[src/rtl/cpu_params_pkg.sv]
// Shared constants for the EIO responder: register offsets, ID value and FSM state type.
package cpu_params_pkg;

    localparam logic [5:0] EIO_OFF_ID         = 6'h00;
    localparam logic [5:0] EIO_OFF_SCRATCH    = 6'h04;
    localparam logic [5:0] EIO_OFF_GPIO_OUT   = 6'h08;
    localparam logic [5:0] EIO_OFF_GPIO_IN    = 6'h0C;
    localparam logic [5:0] EIO_OFF_TIMER_LO   = 6'h10;
    localparam logic [5:0] EIO_OFF_TIMER_HI   = 6'h14;
    localparam logic [5:0] EIO_OFF_TIMECMP_LO = 6'h18;
    localparam logic [5:0] EIO_OFF_TIMECMP_HI = 6'h1C;

    localparam logic [31:0] EIO_ID_VALUE = 32'h524B_3100;

    typedef enum logic [1:0] {
        EIO_IDLE,
        EIO_WAIT,
        EIO_ACK
    } EIO_RESP_STATE;

endpackage

[src/rtl/eio_timer.sv]
// Free-running 64-bit timer with HI shadow latch, TIMECMP registers and registered compare IRQ.
module eio_timer (
    input  logic        clk,
    input  logic        reset,
    input  logic        lo_rd,
    input  logic        cmp_lo_wr,
    input  logic        cmp_hi_wr,
    input  logic [31:0] wr_data,
    output logic [31:0] timer_lo,
    output logic [31:0] shadow,
    output logic [63:0] timecmp,
    output logic        irq
);
    logic [63:0] timer;

    // Shadow captures the upper half in the same cycle the lower half is returned.
    always_ff @(posedge clk) begin
        if (reset) begin
            timer   <= '0;
            shadow  <= '0;
            timecmp <= '1;
            irq     <= 1'b0;
        end else begin
            timer <= timer + 64'd1;
            irq   <= (timer >= timecmp);
            if (lo_rd)
                shadow <= timer[63:32];
            if (cmp_lo_wr)
                timecmp[31:0] <= wr_data;
            if (cmp_hi_wr)
                timecmp[63:32] <= wr_data;
        end
    end

    assign timer_lo = timer[31:0];

endmodule

[src/rtl/eio_responder.sv]
// EIO bus slave: windowed word decode, programmable wait states, ID/scratch/GPIO registers.
// Optional timer with compare interrupt is built when EIO_TIMER_EN is defined.
module eio_responder
    import cpu_params_pkg::*;
#(
    parameter logic [31:0] BASE_ADDR   = 32'hFFFF_FF00,
    parameter int          WAIT_CYCLES = 0,
    parameter int          GPIO_W      = 8
) (
    input  logic              clk_in,
    input  logic              reset_in,
    input  logic              eio_req_in,
    input  logic              eio_rd_in,
    input  logic              eio_wr_in,
    input  logic [31:0]       eio_addr_in,
    input  logic [31:0]       eio_wr_data_in,
    output logic              eio_ack_out,
    output logic              eio_ack_fault_out,
    output logic [31:0]       eio_ack_data_out,
    input  logic [GPIO_W-1:0] gpio_in,
    output logic [GPIO_W-1:0] gpio_out,
    output logic              timer_irq_out
);
    localparam logic [3:0] WAIT_LOAD = (WAIT_CYCLES > 0) ? 4'(WAIT_CYCLES - 1) : 4'd0;

    EIO_RESP_STATE     state, state_next;
    logic [3:0]        wait_cnt;
    logic [5:0]        offset_q;
    logic              rd_q, wr_q, fault_q;
    logic [31:0]       wr_data_q;
    logic [31:0]       scratch;
    logic [GPIO_W-1:0] gpio_sync1, gpio_sync2;
    logic [5:0]        dec_offset;
    logic              dec_mapped, dec_ro, dec_fault;
    logic              do_write;
    logic [31:0]       read_data;

    // Decode straight off the bus so the fault decision is ready at the sampling edge.
    always_comb begin
        dec_offset = eio_addr_in[5:0];
`ifdef EIO_TIMER_EN
        dec_mapped = (dec_offset <= EIO_OFF_TIMECMP_HI);
`else
        dec_mapped = (dec_offset <= EIO_OFF_GPIO_IN);
`endif
        dec_ro = (dec_offset == EIO_OFF_ID) || (dec_offset == EIO_OFF_GPIO_IN) ||
                 (dec_offset == EIO_OFF_TIMER_LO) || (dec_offset == EIO_OFF_TIMER_HI);
        dec_fault = (eio_addr_in[31:6] != BASE_ADDR[31:6]) || (eio_addr_in[1:0] != 2'b00) ||
                    !dec_mapped || (eio_rd_in == eio_wr_in) || (eio_wr_in && dec_ro);
    end

    always_ff @(posedge clk_in) begin
        if (reset_in)
            state <= EIO_IDLE;
        else
            state <= state_next;
    end

    always_comb begin
        state_next = state;
        case (state)
            EIO_IDLE:
                if (eio_req_in)
                    state_next = (dec_fault || WAIT_CYCLES == 0) ? EIO_ACK : EIO_WAIT;
            EIO_WAIT:
                if (wait_cnt == 4'd0)
                    state_next = EIO_ACK;
            EIO_ACK:
                state_next = EIO_IDLE;
            default:
                state_next = EIO_IDLE;
        endcase
    end

    always_ff @(posedge clk_in) begin
        if (reset_in) begin
            wait_cnt  <= '0;
            offset_q  <= '0;
            rd_q      <= 1'b0;
            wr_q      <= 1'b0;
            fault_q   <= 1'b0;
            wr_data_q <= '0;
        end else if (state == EIO_IDLE && eio_req_in) begin
            wait_cnt  <= WAIT_LOAD;
            offset_q  <= dec_offset;
            rd_q      <= eio_rd_in;
            wr_q      <= eio_wr_in;
            fault_q   <= dec_fault;
            wr_data_q <= eio_wr_data_in;
        end else if (state == EIO_WAIT && wait_cnt != 4'd0) begin
            wait_cnt <= wait_cnt - 4'd1;
        end
    end

    assign do_write = (state == EIO_ACK) && !fault_q && wr_q;

    always_ff @(posedge clk_in) begin
        if (reset_in) begin
            scratch    <= '0;
            gpio_out   <= '0;
            gpio_sync1 <= '0;
            gpio_sync2 <= '0;
        end else begin
            gpio_sync1 <= gpio_in;
            gpio_sync2 <= gpio_sync1;
            if (do_write) begin
                case (offset_q)
                    EIO_OFF_SCRATCH:  scratch  <= wr_data_q;
                    EIO_OFF_GPIO_OUT: gpio_out <= wr_data_q[GPIO_W-1:0];
                    default: ;
                endcase
            end
        end
    end

`ifdef EIO_TIMER_EN
    logic [31:0] timer_lo;
    logic [31:0] timer_shadow;
    logic [63:0] timecmp;

    eio_timer u_timer (
        .clk       (clk_in),
        .reset     (reset_in),
        .lo_rd     ((state == EIO_ACK) && !fault_q && rd_q && (offset_q == EIO_OFF_TIMER_LO)),
        .cmp_lo_wr (do_write && (offset_q == EIO_OFF_TIMECMP_LO)),
        .cmp_hi_wr (do_write && (offset_q == EIO_OFF_TIMECMP_HI)),
        .wr_data   (wr_data_q),
        .timer_lo  (timer_lo),
        .shadow    (timer_shadow),
        .timecmp   (timecmp),
        .irq       (timer_irq_out)
    );
`else
    assign timer_irq_out = 1'b0;
`endif

    always_comb begin
        read_data = '0;
        case (offset_q)
            EIO_OFF_ID:         read_data = EIO_ID_VALUE;
            EIO_OFF_SCRATCH:    read_data = scratch;
            EIO_OFF_GPIO_OUT:   read_data[GPIO_W-1:0] = gpio_out;
            EIO_OFF_GPIO_IN:    read_data[GPIO_W-1:0] = gpio_sync2;
`ifdef EIO_TIMER_EN
            EIO_OFF_TIMER_LO:   read_data = timer_lo;
            EIO_OFF_TIMER_HI:   read_data = timer_shadow;
            EIO_OFF_TIMECMP_LO: read_data = timecmp[31:0];
            EIO_OFF_TIMECMP_HI: read_data = timecmp[63:32];
`endif
            default:            read_data = '0;
        endcase
    end

    always_comb begin
        eio_ack_out       = (state == EIO_ACK);
        eio_ack_fault_out = (state == EIO_ACK) && fault_q;
        eio_ack_data_out  = ((state == EIO_ACK) && !fault_q && rd_q) ? read_data : '0;
    end

endmodule

[config.mk]
export PLATFORM = sky130hd
export DESIGN_NAME = eio_responder
export DESIGN_NICKNAME = d
export VERILOG_FILES = /design/src/rtl/cpu_params_pkg.sv /design/src/rtl/eio_timer.sv /design/src/rtl/eio_responder.sv
export SDC_FILE = /design/constraint.sdc
export NUM_CORES = 1
export LEC_CHECK = 0
export BUFFER_PORTS_ARGS = -buffer_cell sky130_fd_sc_hd__clkbuf_2
export CORE_ASPECT_RATIO = 0.6
export CORE_MARGIN = 10
export CORE_UTILIZATION = 39
export CTS_BUF_LIST = sky130_fd_sc_hd__clkbuf_8
export CTS_CLUSTER_SIZE = 40
export DETAILED_ROUTE_END_ITERATION = 16
export MAX_ROUTING_LAYER = met4
export PLACE_DENSITY_LB_ADDON = 0.1
export REMOVE_ABC_BUFFERS = 1
export SYNTH_ARGS = -nofsm -noshare
export SYNTH_HDL_FRONTEND = slang
export SYNTH_SLANG_ARGS = --single-unit
[constraint.sdc]
create_clock -name clk_in -period 1.9 [get_ports clk_in]
set_input_delay 0.38 -clock clk_in [delete_from_list [all_inputs] [get_ports clk_in]]
set_output_delay 0.38 -clock clk_in [all_outputs]
set_load 0.03 [all_outputs]
Word-level counts from Yosys, hierarchy flattened
Index checks and enable logic that the tools add are counted.

Muxes and demuxes: 6. Equality and inequality tests: 12. $add $sub $neg: 1. Magnitude comparators: 1. Reduce and logical (&&, ||, !) cells: 26.

Operators by type and width (count): 24-bit one-hot mux with 2 select lines (1); 32-bit 2-to-1 mux (1); 26-bit != test, second input constant (1); 8-bit one-hot mux with 3 select lines (1); 6-bit by 4-bit == test with 1-bit output, second input constant (3); 6-bit by 5-bit == test with 1-bit output, second input constant (2); 6-bit logical NOT (2); 1-bit logical AND (7); 1-bit logical OR (7); 6-bit by 3-bit == test with 1-bit output, second input constant (1); 6-bit by 4-bit less-or-equal comparator with 1-bit output, second input constant (1); 2-bit AND reduction (3); 4-bit logical NOT (1); 2-bit 2-to-1 mux (2); 2-bit != test, second input constant (2); 2-bit one-hot mux with 2 select lines (1); 4-bit nonzero test (1); 4-bit by 1-bit subtractor with 4-bit output, second input constant (1); 2-bit by 1-bit == test with 1-bit output, second input constant (1); 2-bit == test, second input constant (1); 1-bit logical NOT (2); 2-bit logical NOT (1); 2-bit nonzero test (1); 2-bit OR reduction (1); 1-bit == test (1).

Bits in registers: 103. Logic and storage cells: 57.

Logic depth before layout (Yosys ltp)
Gate-level depths: netlist (run 1).

Depth in word-level cells: 6. Gate-level depth with buffers: 6. Depth with buffers taken out: 4.

Least setup slack after synthesis (run 1)
Ideal clock, no wire load.

Path type: reg-to-output. From: register offset_q[5]. To: output port eio_ack_data_out[12]. Buffers on the path: 1. Arrival: 1.640 ns. Setup slack: -0.120 ns. Stages on the path, launching flop included: 5. Cells stage by stage: dfxtp_1 > or4_1 > or3_1 > buf_6 > a21oi_2.

Word-level cells in the longest chain between the ends: 3.

Ends and longest elaborated chain: from (decl) (line eio_responder.sv:28) `logic [5:0] offset_q;`; from (signal assigned) (line eio_responder.sv:85) `offset_q <= dec_offset;`; 6-bit by 3-bit == test with 1-bit output / 6-bit logical NOT (equally long branches) (line eio_responder.sv:139) `case (offset_q)`; 24-bit one-hot mux with 2 select lines * (line eio_responder.sv:139); 32-bit 2-to-1 mux * (line eio_responder.sv:157) `eio_ack_data_out = ((state == EIO_ACK) && !fault_q && rd_q) ? read_data : '0;`; to (decl) (line eio_responder.sv:19) `output logic [31:0] eio_ack_data_out,`.

Mark *: on every way between the ends. The rest lies on a longest branch, timed or not.

Final worst setup path (run 1)
From: register offset_q[5]. To: output port eio_ack_data_out[16].

Same word-level chain as after synthesis.

==> results of run 1 <==
## synth_stat cells (all sizes together) (2+ instances only)
| cell | number | area [um2] |
|---|---|---|
| dfxtp | 98 | 1960 |
| nor4 | 3 | 25.0 |
| a21oi | 82 | 448 |
| mux2 | 8 | 90.1 |
| nand2 | 154 | 578 |
| nor2 | 20 | 75.1 |
| buf | 12 | 66.3 |
| and2 | 16 | 100 |
| clkbuf | 25 | 93.8 |
| or4 | 2 | 15.0 |
| xnor2 | 2 | 17.5 |
| a22oi | 8 | 60.1 |
| nand3 | 3 | 15.0 |
| nor2b | 21 | 131 |
| and3 | 2 | 12.5 |
| nand4 | 5 | 31.3 |
| mux2i | 8 | 80.1 |
## logic make-up (layout without fill, tap and decap cells)
group / count (synthesis) / after routing / share of synthesized area
other cells: 1 / 1 / 0.000972
flops: 98 / 98 / 0.509
mux: 16 / 16 / 0.0441
compound gates: 93 / 93 / 0.137
xor+xnor: 2 / 2 / 0.00454
simple gates: 230 / 231 / 0.262
buf+inv: 38 / 161 / 0.0425
## how the worst max path moves through the flow
stage                                  start                   end  slack (ns)  cells past startpoint
finish              offset_q[5]$_SDFFE_PP0P_  eio_ack_data_out[16]       -0.50                      4
global route        offset_q[5]$_SDFFE_PP0P_  eio_ack_data_out[22]       -0.55                      4
CTS                 offset_q[5]$_SDFFE_PP0P_  eio_ack_data_out[12]       -0.54                      5
detailed placement  offset_q[5]$_SDFFE_PP0P_  eio_ack_data_out[12]       -0.21                      5
global placement    offset_q[5]$_SDFFE_PP0P_  eio_ack_data_out[25]       -0.14                      5
floorplan              state[1]$_SDFFE_PP0P_  fault_q$_SDFFE_PP0P_       -0.53                      4
## where the power goes
group	leakage [nW]	total (mW)	internal (mW)	switching, mW
Combinational	1.24	0.401	0.185	0.215
Sequential	0.801	2.16	2.12	0.0344
Clock	0.120	1.56	0.863	0.696
## through the flow
step                instances  instance area [um2]  power (mW)  TNS (ns)
global placement          714                 4700        2.56     -2.11
CTS                       731                 5310        4.16    -14.75
global route              732                 5370        4.30    -16.08
floorplan                 441                 3700        2.35    -19.83
finish                    732                 5370        4.12    -13.63
detailed placement        714                 4700        2.57     -3.13
## routing by layer
| layer | up-vias | track usage | wire length (um) |
|---|---|---|---|
| met1 | 1613 | 0.205 | 5460 |
| met5 | - | - | 0 |
| met3 | 10 | 0.0483 | 618 |
| met2 | 87 | 0.234 | 5150 |
| li1 | 1792 | - | - |
| met4 | 0 | 0.0294 | 80 |
## repair_timing
| item | CTS | global route |
|---|---|---|
| endpoints found under the setup margin | 32 | 32 |
| hold buffers | 0 | 0 |
| gates resized for setup | 95 | 27 |
| cloned | 1 | 1 |
| setup buffers | 1 | 2 |
| pin swaps | 16 | 3 |
## worst register-to-register path, delay by kind of cell, from the launching register on
family | cells | cell delay (ns)
buf+inv | 5 | 0.67
flops | 1 | 0.33
mux | 1 | 0.21
simple gates | 3 | 0.49
## flip-flops by register name (all words and copies together) (netlist names)
name / cells
scratch: 32
wr_data_q: 32
gpio_out: 8
gpio_sync1: 8
gpio_sync2: 8
offset_q: 6
fault_q: 1
rd_q: 1
state: 1
wr_q: 1
## final cells by class
type | instances | area [um2]
inverter | 1 | 3.75
clock inverter | 6 | 108
multi-input combinational | 343 | 1860
tap | 130 | 163
clock buffer | 9 | 124
timing repair buffer | 145 | 1150
fill | 926 | 4020
sequential | 98 | 1970
==> impl_results.md, run 1 <==
- CTS tree: yes
- Remaining DRCs: 0
- DRT Wirelength: 11300 um
- Final hold vios: 0
- Main synth FF type: dfxtp_1
- Flop2flop setup slack: 0.10 ns
- FP Rows: 27
- Violated checks: negative setup slack
- Synth unique cells: 31
- Delay-heaviest family, CP: simple AND/OR/NAND/NOR gates
- Crit path kind: flip-flop to primary output
- Critical path endpoint category: primary output
- Most frequent cells in the layout: nand2_1, dfxtp_1, clkbuf_2, a21oi_1, clkbuf_8
- Vias in the first global route: 3596
- Area grow syn2layout: 39.2%
- Port-buffer cells: 118
- Register area share after synthesis: 0.509
- First drt pass iteration count: 4
- Worst Hold Endpoint: gpio_sync1[3]$_SDFF_PP0_
- CTS buffer count: 9
- Initial antenna violation count: 0
- Fmax: 417 MHz
- Hold_sp: gpio_in[3]
- Die outline width: 148 um
- Clock Sinks: 98
- CP max stage delay: 0.56 ns
- WL/cell: 15.4 um
- Total GRT Usage: 0.157
- Max-Cap Viols: 0
- EDFF count, synth: 0
- Worst vdd ir: 0.333 mV
- Unrepaired setup endpoints after global routing: true
- Reg2reg end: gpio_out[1]$_SDFFE_PP0P_
- Clock latency at the later pin of the worst-skew pair: 0.36 ns
- CP Max Fanout: 5
- DR iter-0 viols: 145
- Setup slack at placement: -0.206 ns
- Avg Cell Area, Syn: 8.07 um2
- HP Class: input port to flip-flop
- Largest net degree at the start of global routing: 42
- IO Count: 120
- WHS: 0.222 ns
- Crit start category: flip-flop
- Htree depth: 3
- Final setup viols: 32
- Initial Util: 0.411
- Routed via count: 3502
- Antenna Nets Post-Route: 0
- HPWL Detailed: 7740 um
- Tcrit/Tclk final: 1.26
- Leakage Power: 2.16 nW
- Post-synth ARST share: 0
- FF-to-FF Start: offset_q[5]$_SDFFE_PP0P_
- CTS root buf: clkbuf_8
- Gr ovfl total: 0
- Crit-path slowest cell: or4_4
- Worst Hold Depth: 2
- Max clock buf depth: 2
- Required time worst endpoint: 1.52 ns
- Inserted Diodes: 0
- Status: finished with violations
- Min cycle time layout: 2.40 ns
- Commonest non-fill, non-tap cell in the layout: nand2_1
- WP buf/inv: 1
- Core Footprint: 9390 um2
- Floorplan die height: 97.0 um
- Pwr dens: 766 nW/um2
- Layout Nets: 675
- Reg clk slew, reported paths: 0.09 ns
- Via density per instance: 4.78
- DIE AREA: 14400 um2
- Critical Path AT: 2.02 ns
- Finished Core Util: 0.572
- Crit-path cells: or4_4, or3_4, a21oi_2, clkbuf_8
- Number of warning messages in the yosys log: 0
- Mapped cell area: 3860 um2
- Number of synthesized register bits: 98
- Worst r2r path cells: 9
- Worst Clk Skew: 0.00987 ns
- Share of cells above drive strength 1: 0.332
- Slew Viols, Final: 0
- Syn Inst Count: 478
- First-pass GRT wire length: 18100 um
- Worst setup margin: -0.499 ns
- Routability cong.: 0.828
(Power assumes the default switching activity.)
==> run 2: changes to the inputs <==
Settings changed: REMOVE_ABC_BUFFERS 1 to not set.
==> run 2 against run 1 <==
Effect of this change:
- the run still ends with negative setup slack left
- first-iteration DRC count grew 19%
- count of clock-buffer cells in the layout rose by 1
- clock power down 14%
- via count rose by 1.5%
- critical path type unchanged
- critical endpoint is now eio_ack_data_out[28]
- highest routed layer unchanged
==> impl_results.md, run 2 (synthesis results as in run 1) <==
- Vias in the first global route: 3574
- Inserted Diodes: 0
- Final setup viols: 32
- DIE AREA: 14400 um2
- Setup crit end: eio_ack_data_out[28]
- Hold buffer count at cts: 0
- HP Class: input port to flip-flop
- FP Rows: 27
- Logic pwr share: 0.107
- Share of cells above drive strength 1: 0.340
- Max Used Layer: met4
- Routed via count: 3554
- CP max stage delay: 0.53 ns
- Final Non-Filler Cells: 735
- DRT Wirelength: 11300 um
- Worst Clk Skew: 0.00798 ns
- Crit-path cells: or4_4, or3_4, buf_12, a21oi_4, buf_8
- Post-route cell area: 5420 um2
- Clock Sinks: 98
- Status: finished with violations
- Core Footprint: 9390 um2
- CP Max Fanout: 10
- Initial Util: 0.411
- First-pass GRT wire length: 18000 um
- Tcrit/Tclk final: 1.28
- Reg clk slew, reported paths: 0.09 ns
- M1 WL: 5430 um
- Floorplan die height: 97.0 um
- Htree depth: 3
- WL/cell: 15.4 um
- Die outline width: 148 um
- Leakage Power: 2.16 nW
- Crit path kind: flip-flop to primary output
- Unrepaired setup endpoints after global routing: true
- CTS root buf: clkbuf_8
- Sequential power share: 0.550
- DR WL met2: 5060 um
- Critical Path AT: 2.05 ns
- Via density per instance: 4.84
- Fmax: 412 MHz
- Min cycle time layout: 2.43 ns
- CTS tree: yes
- Worst vdd ir: 0.382 mV
- Max-Cap Viols: 0
- Critical Path Source: offset_q[5]$_SDFFE_PP0P_
- Clock Power Share: 0.342
- CTS buffer count: 9
- Remaining DRCs: 0
- HPWL Detailed: 8160 um
- Crit start category: flip-flop
- Pwr dens: 723 nW/um2
- Crit-path slowest cell: or4_4
- Largest net degree at the start of global routing: 41
- WP buf/inv: 2
- Clock latency at the later pin of the worst-skew pair: 0.36 ns
- Area grow syn2layout: 40.4%
- Worst setup margin: -0.526 ns
- Worst Hold Depth: 2
- Flop2flop setup slack: 0.29 ns
- Final hold vios: 0
- Slew Viols, Final: 0
- Critical path depth in cells: 5
- Post-synth net total: 555
- Port-buffer cells: 118
- Reg2reg end: gpio_out[0]$_SDFFE_PP0P_
- Total Power: 3.91 mW
- Gr ovfl total: 0
- DR iter-0 viols: 172
- First drt pass iteration count: 4
- Total GRT Usage: 0.156
- Wire length on met3: 734 um
- Layout Nets: 678
- Commonest non-fill, non-tap cell in the layout: nand2_1
- Delay-heaviest family, CP: simple AND/OR/NAND/NOR gates
- Largest registers: scratch x32, wr_data_q x32
- DP Cell Count: 717
- Internal power: 2.95 mW
- NetSw: 0.964 mW
- Sw frac: 0.246
- Worst r2r path cells: 7
- Max clock buf depth: 2
- Required time worst endpoint: 1.52 ns
- Antenna Nets Post-Route: 0
- Initial antenna violation count: 0
- Violated checks: negative setup slack
- FF-to-FF Start: offset_q[4]$_SDFFE_PP0P_
- Dpl cell area: 4790 um2
- IO Count: 120
- Routability cong.: 0.787
- Critical path endpoint category: primary output
- Most frequent cells in the layout: nand2_1, dfxtp_1, clkbuf_2, a21oi_1, buf_4
-- run 2: cell count changes in the layout (fill, tap and decap cells not counted), moves of 2 or more --
| cell | previous run | this run |
|---|---|---|
| clkbuf_8 | 23 | 10 |
| bufinv_16 | 3 | 1 |
| nor2_1 | 14 | 11 |
| buf_4 | 21 | 24 |
| nor2_4 | 2 | 8 |
| buf_6 | 5 | 19 |
| buf_8 | 16 | 18 |
| a21oi_4 | 2 | 10 |
| nor2_2 | 4 | 1 |
| a21oi_2 | 8 | 0 |
-- run 2: metrics by stage --
stage / TNS [ns] / setup WS [ns] / hold slack, ns / utilization
after global routing: -16.03 / -0.584 / 0.219 / 0.577
after detailed placement: -3.23 / -0.215 / 0.423 / 0.510
after global placement: -2.33 / -0.170 / 0.417 / 0.510
after floorplan: -0.838 / -0.0579 / 0.414 / -
after CTS: -15.99 / -0.557 / 0.203 / 0.559
final: -13.65 / -0.526 / 0.219 / 0.577
-- run 2: layout make-up --
type,instances,area [um2]
Fill cell,878,3980
Sequential cell,98,1970
Multi-Input combinational cell,342,1940
Timing Repair Buffer,149,1150
Tap cell,130,163
Clock buffer,10,138
Clock inverter,5,55.1
Inverter,1,3.75
-- run 2: power by group through the flow --
stage               Combinational, mW  Clock, mW  Sequential [mW]
detailed placement              0.399          0             2.20
global route                    0.466       1.45             2.16
finish                          0.421       1.34             2.15
CTS                             0.414       1.38             2.15
global placement                0.393          0             2.20
floorplan                       0.215          0             2.20
-- run 2: how the worst min path moves through the flow --
stage,end,from,slack [ns]
finish,gpio_sync1[0]$_SDFF_PP0_,gpio_in[0],0.22
floorplan,gpio_sync2[0]$_SDFF_PP0_,gpio_sync1[0]$_SDFF_PP0_,0.41
detailed placement,gpio_sync2[6]$_SDFF_PP0_,gpio_sync1[6]$_SDFF_PP0_,0.42
CTS,gpio_sync1[0]$_SDFF_PP0_,gpio_in[0],0.20
global placement,gpio_sync2[2]$_SDFF_PP0_,gpio_sync1[2]$_SDFF_PP0_,0.42
global route,wr_data_q[10]$_SDFFE_PP0P_,eio_wr_data_in[10],0.22
-- run 2: repair_timing --
action / in CTS / in global routing
setup buffers: 1 / 1
resized for setup: 68 / 73
endpoints found under the setup margin: 32 / 32
gates cloned: 0 / 1
pin swaps: 2 / 22
-- run 2: layer usage --
metal,GRT usage,up-vias
li1,-,1800
met1,0.203,1634
met2,0.229,107
met3,0.0469,13
met4,0.0384,0
met5,-,-
==> run 3: changes to the inputs <==
Clock period 1.9 ns to 2.3 ns, I/O delays scaled along.
==> run 3 against run 2 <==
Effect of this change:
- the run still ends with negative setup slack left
- global-route usage is 0.26 points higher
- sequential power is 17% lower
- utilization is 3.0 points lower
- wire length hardly changed
- largest power group unchanged
==> impl_results.md, run 3 (synthesis results as in run 1) <==
- Total GRT Usage: 0.158
- Max clock buf depth: 2
- Worst setup margin: -0.233 ns
- FP Rows: 27
- Die outline width: 148 um
- Worst-Margin Slew: 0.522 ns
- Inserted Diodes: 0
- Critical path endpoint category: primary output
- Area grow syn2layout: 33.2%
- CP Max Fanout: 10
- Port-buffer cells: 118
- First drt pass iteration count: 4
- HP Class: input port to flip-flop
- First-pass GRT wire length: 18100 um
- Via density per instance: 4.92
- Worst Clk Skew: 0.0102 ns
- Initial Util: 0.411
- HPWL Detailed: 8150 um
- Most frequent cells in the layout: nand2_1, dfxtp_1, clkbuf_2, a21oi_1
- Fmax: 395 MHz
- Status: finished with violations
- DIE AREA: 14400 um2
- WL/cell: 15.7 um
- Unrepaired setup endpoints after global routing: true
- Required time worst endpoint: 1.84 ns
- Initial antenna violation count: 0
- Crit path kind: flip-flop to primary output
- Largest registers: scratch x32, wr_data_q x32
- Area of the multi-input gates: 1820 um2
- FF/Latch Area: 1970 um2
- Vias in the first global route: 3581
- Slew Viols, Final: 0
- Routability cong.: 0.772
- Finished Core Util: 0.547
- Worst vdd ir: 0.312 mV
- Reg clk slew, reported paths: 0.10 ns
- Final setup viols: 19
- Tcrit/Tclk final: 1.10
- Pwr dens: 647 nW/um2
- Setup bufs post-CTS: 0
- Clock Sinks: 98
- Critical Path AT: 2.07 ns
- Antenna Nets Post-Route: 0
- DRT Wirelength: 11300 um
- Share of cells above drive strength 1: 0.312
- Layout Nets: 665
- IO Count: 120
- Gr ovfl total: 0
- Remaining DRCs: 0
- DR iter-0 viols: 193
- Min cycle time layout: 2.53 ns
- CTS buffer count: 9
- Htree depth: 3
- Crit start category: flip-flop
- Post-synth net total: 555
- Commonest non-fill, non-tap cell in the layout: nand2_1
- Final Non-Filler Cells: 723
- Largest net degree at the start of global routing: 43
- Violated checks: negative setup slack
- Hold buffer count at cts: 0
- CTS root buf: clkbuf_8
- Final hold vios: 0
- # fillers: 932
- Routed via count: 3554
- Clock latency at the later pin of the worst-skew pair: 0.37 ns
- Leakage Power: 2.08 nW
- Headroom to the max-slew limit: 0.651
- CTS tree: yes
- Floorplan die height: 97.0 um
- Core Footprint: 9390 um2
- Max-Cap Viols: 0
- DP Cell Count: 706
-- run 3: changes by cell type in the layout (fill, tap and decap cells not counted), sizes merged --
cell    delta
buf       -29
bufinv     +1
clkbuf    +16
clkinv     +2
inv        -2
-- run 3: metrics by stage --
step	hold slack (ns)	power [mW]	setup WS (ns)	area (um2)	TNS (ns)
detailed placement	0.425	2.11	0.104	4630	0
finish	0.294	3.33	-0.233	5140	-2.62
global route	0.277	3.48	-0.310	5140	-5.69
floorplan	0.414	1.98	0.200	3860	0
global placement	0.420	2.11	0.143	4630	0
CTS	0.284	3.36	-0.232	4970	-5.19
-- run 3: final cells by class --
cell class,count,area share
Sequential cell,98,0.383
Multi-Input combinational cell,342,0.353
Timing Repair Buffer,136,0.187
Tap cell,130,0.0317
Clock buffer,10,0.0268
Clock inverter,6,0.0175
Inverter,1,0.000731
-- run 3: per-layer routing --
| layer | routed length (um) | vias to the layer above | global-route usage |
|---|---|---|---|
| li1 | - | 1780 | - |
| met1 | 5550 | 1654 | 0.204 |
| met2 | 4910 | 107 | 0.233 |
| met3 | 781 | 13 | 0.0557 |
| met4 | 89 | 0 | 0.0361 |
| met5 | 0 | - | - |
-- run 3: worst max-delay path: stages (launching register included) --
cell	delay, ns
dfxtp_2	0.35
or4_4	0.53
or3_1	0.33
buf_6	0.18
a21oi_2	0.14
clkbuf_8	0.17
-- run 3: worst paths after layout --
| check | from | end | slack, ns | cells after the start |
|---|---|---|---|---|
| worst max register to register | offset_q[4]$_SDFFE_PP0P_ | scratch[19]$_SDFFE_PP0P_ | 0.57 | 5 |
| worst min-delay path | gpio_in[0] | gpio_sync1[0]$_SDFF_PP0_ | 0.29 | 2 |
| worst min register to register | gpio_sync1[7]$_SDFF_PP0_ | gpio_sync2[7]$_SDFF_PP0_ | 0.44 | 1 |
| worst max-delay path | offset_q[5]$_SDFFE_PP0P_ | eio_ack_data_out[12] | -0.23 | 5 |
-- run 3: what timing repair did --
| item | CTS | global route |
|---|---|---|
| endpoints found under the setup margin | 32 | 32 |
| pin swaps | 0 | 15 |
| gates cloned | 0 | 1 |
| gates resized for setup | 26 | 88 |
-- run 3: where the power goes --
part	total (mW)	internal [mW]	switching, mW	leakage, nW
sequential	1.78	1.75	0.0315	0.801
combinational	0.304	0.133	0.171	1.16
clock	1.24	0.644	0.594	0.112
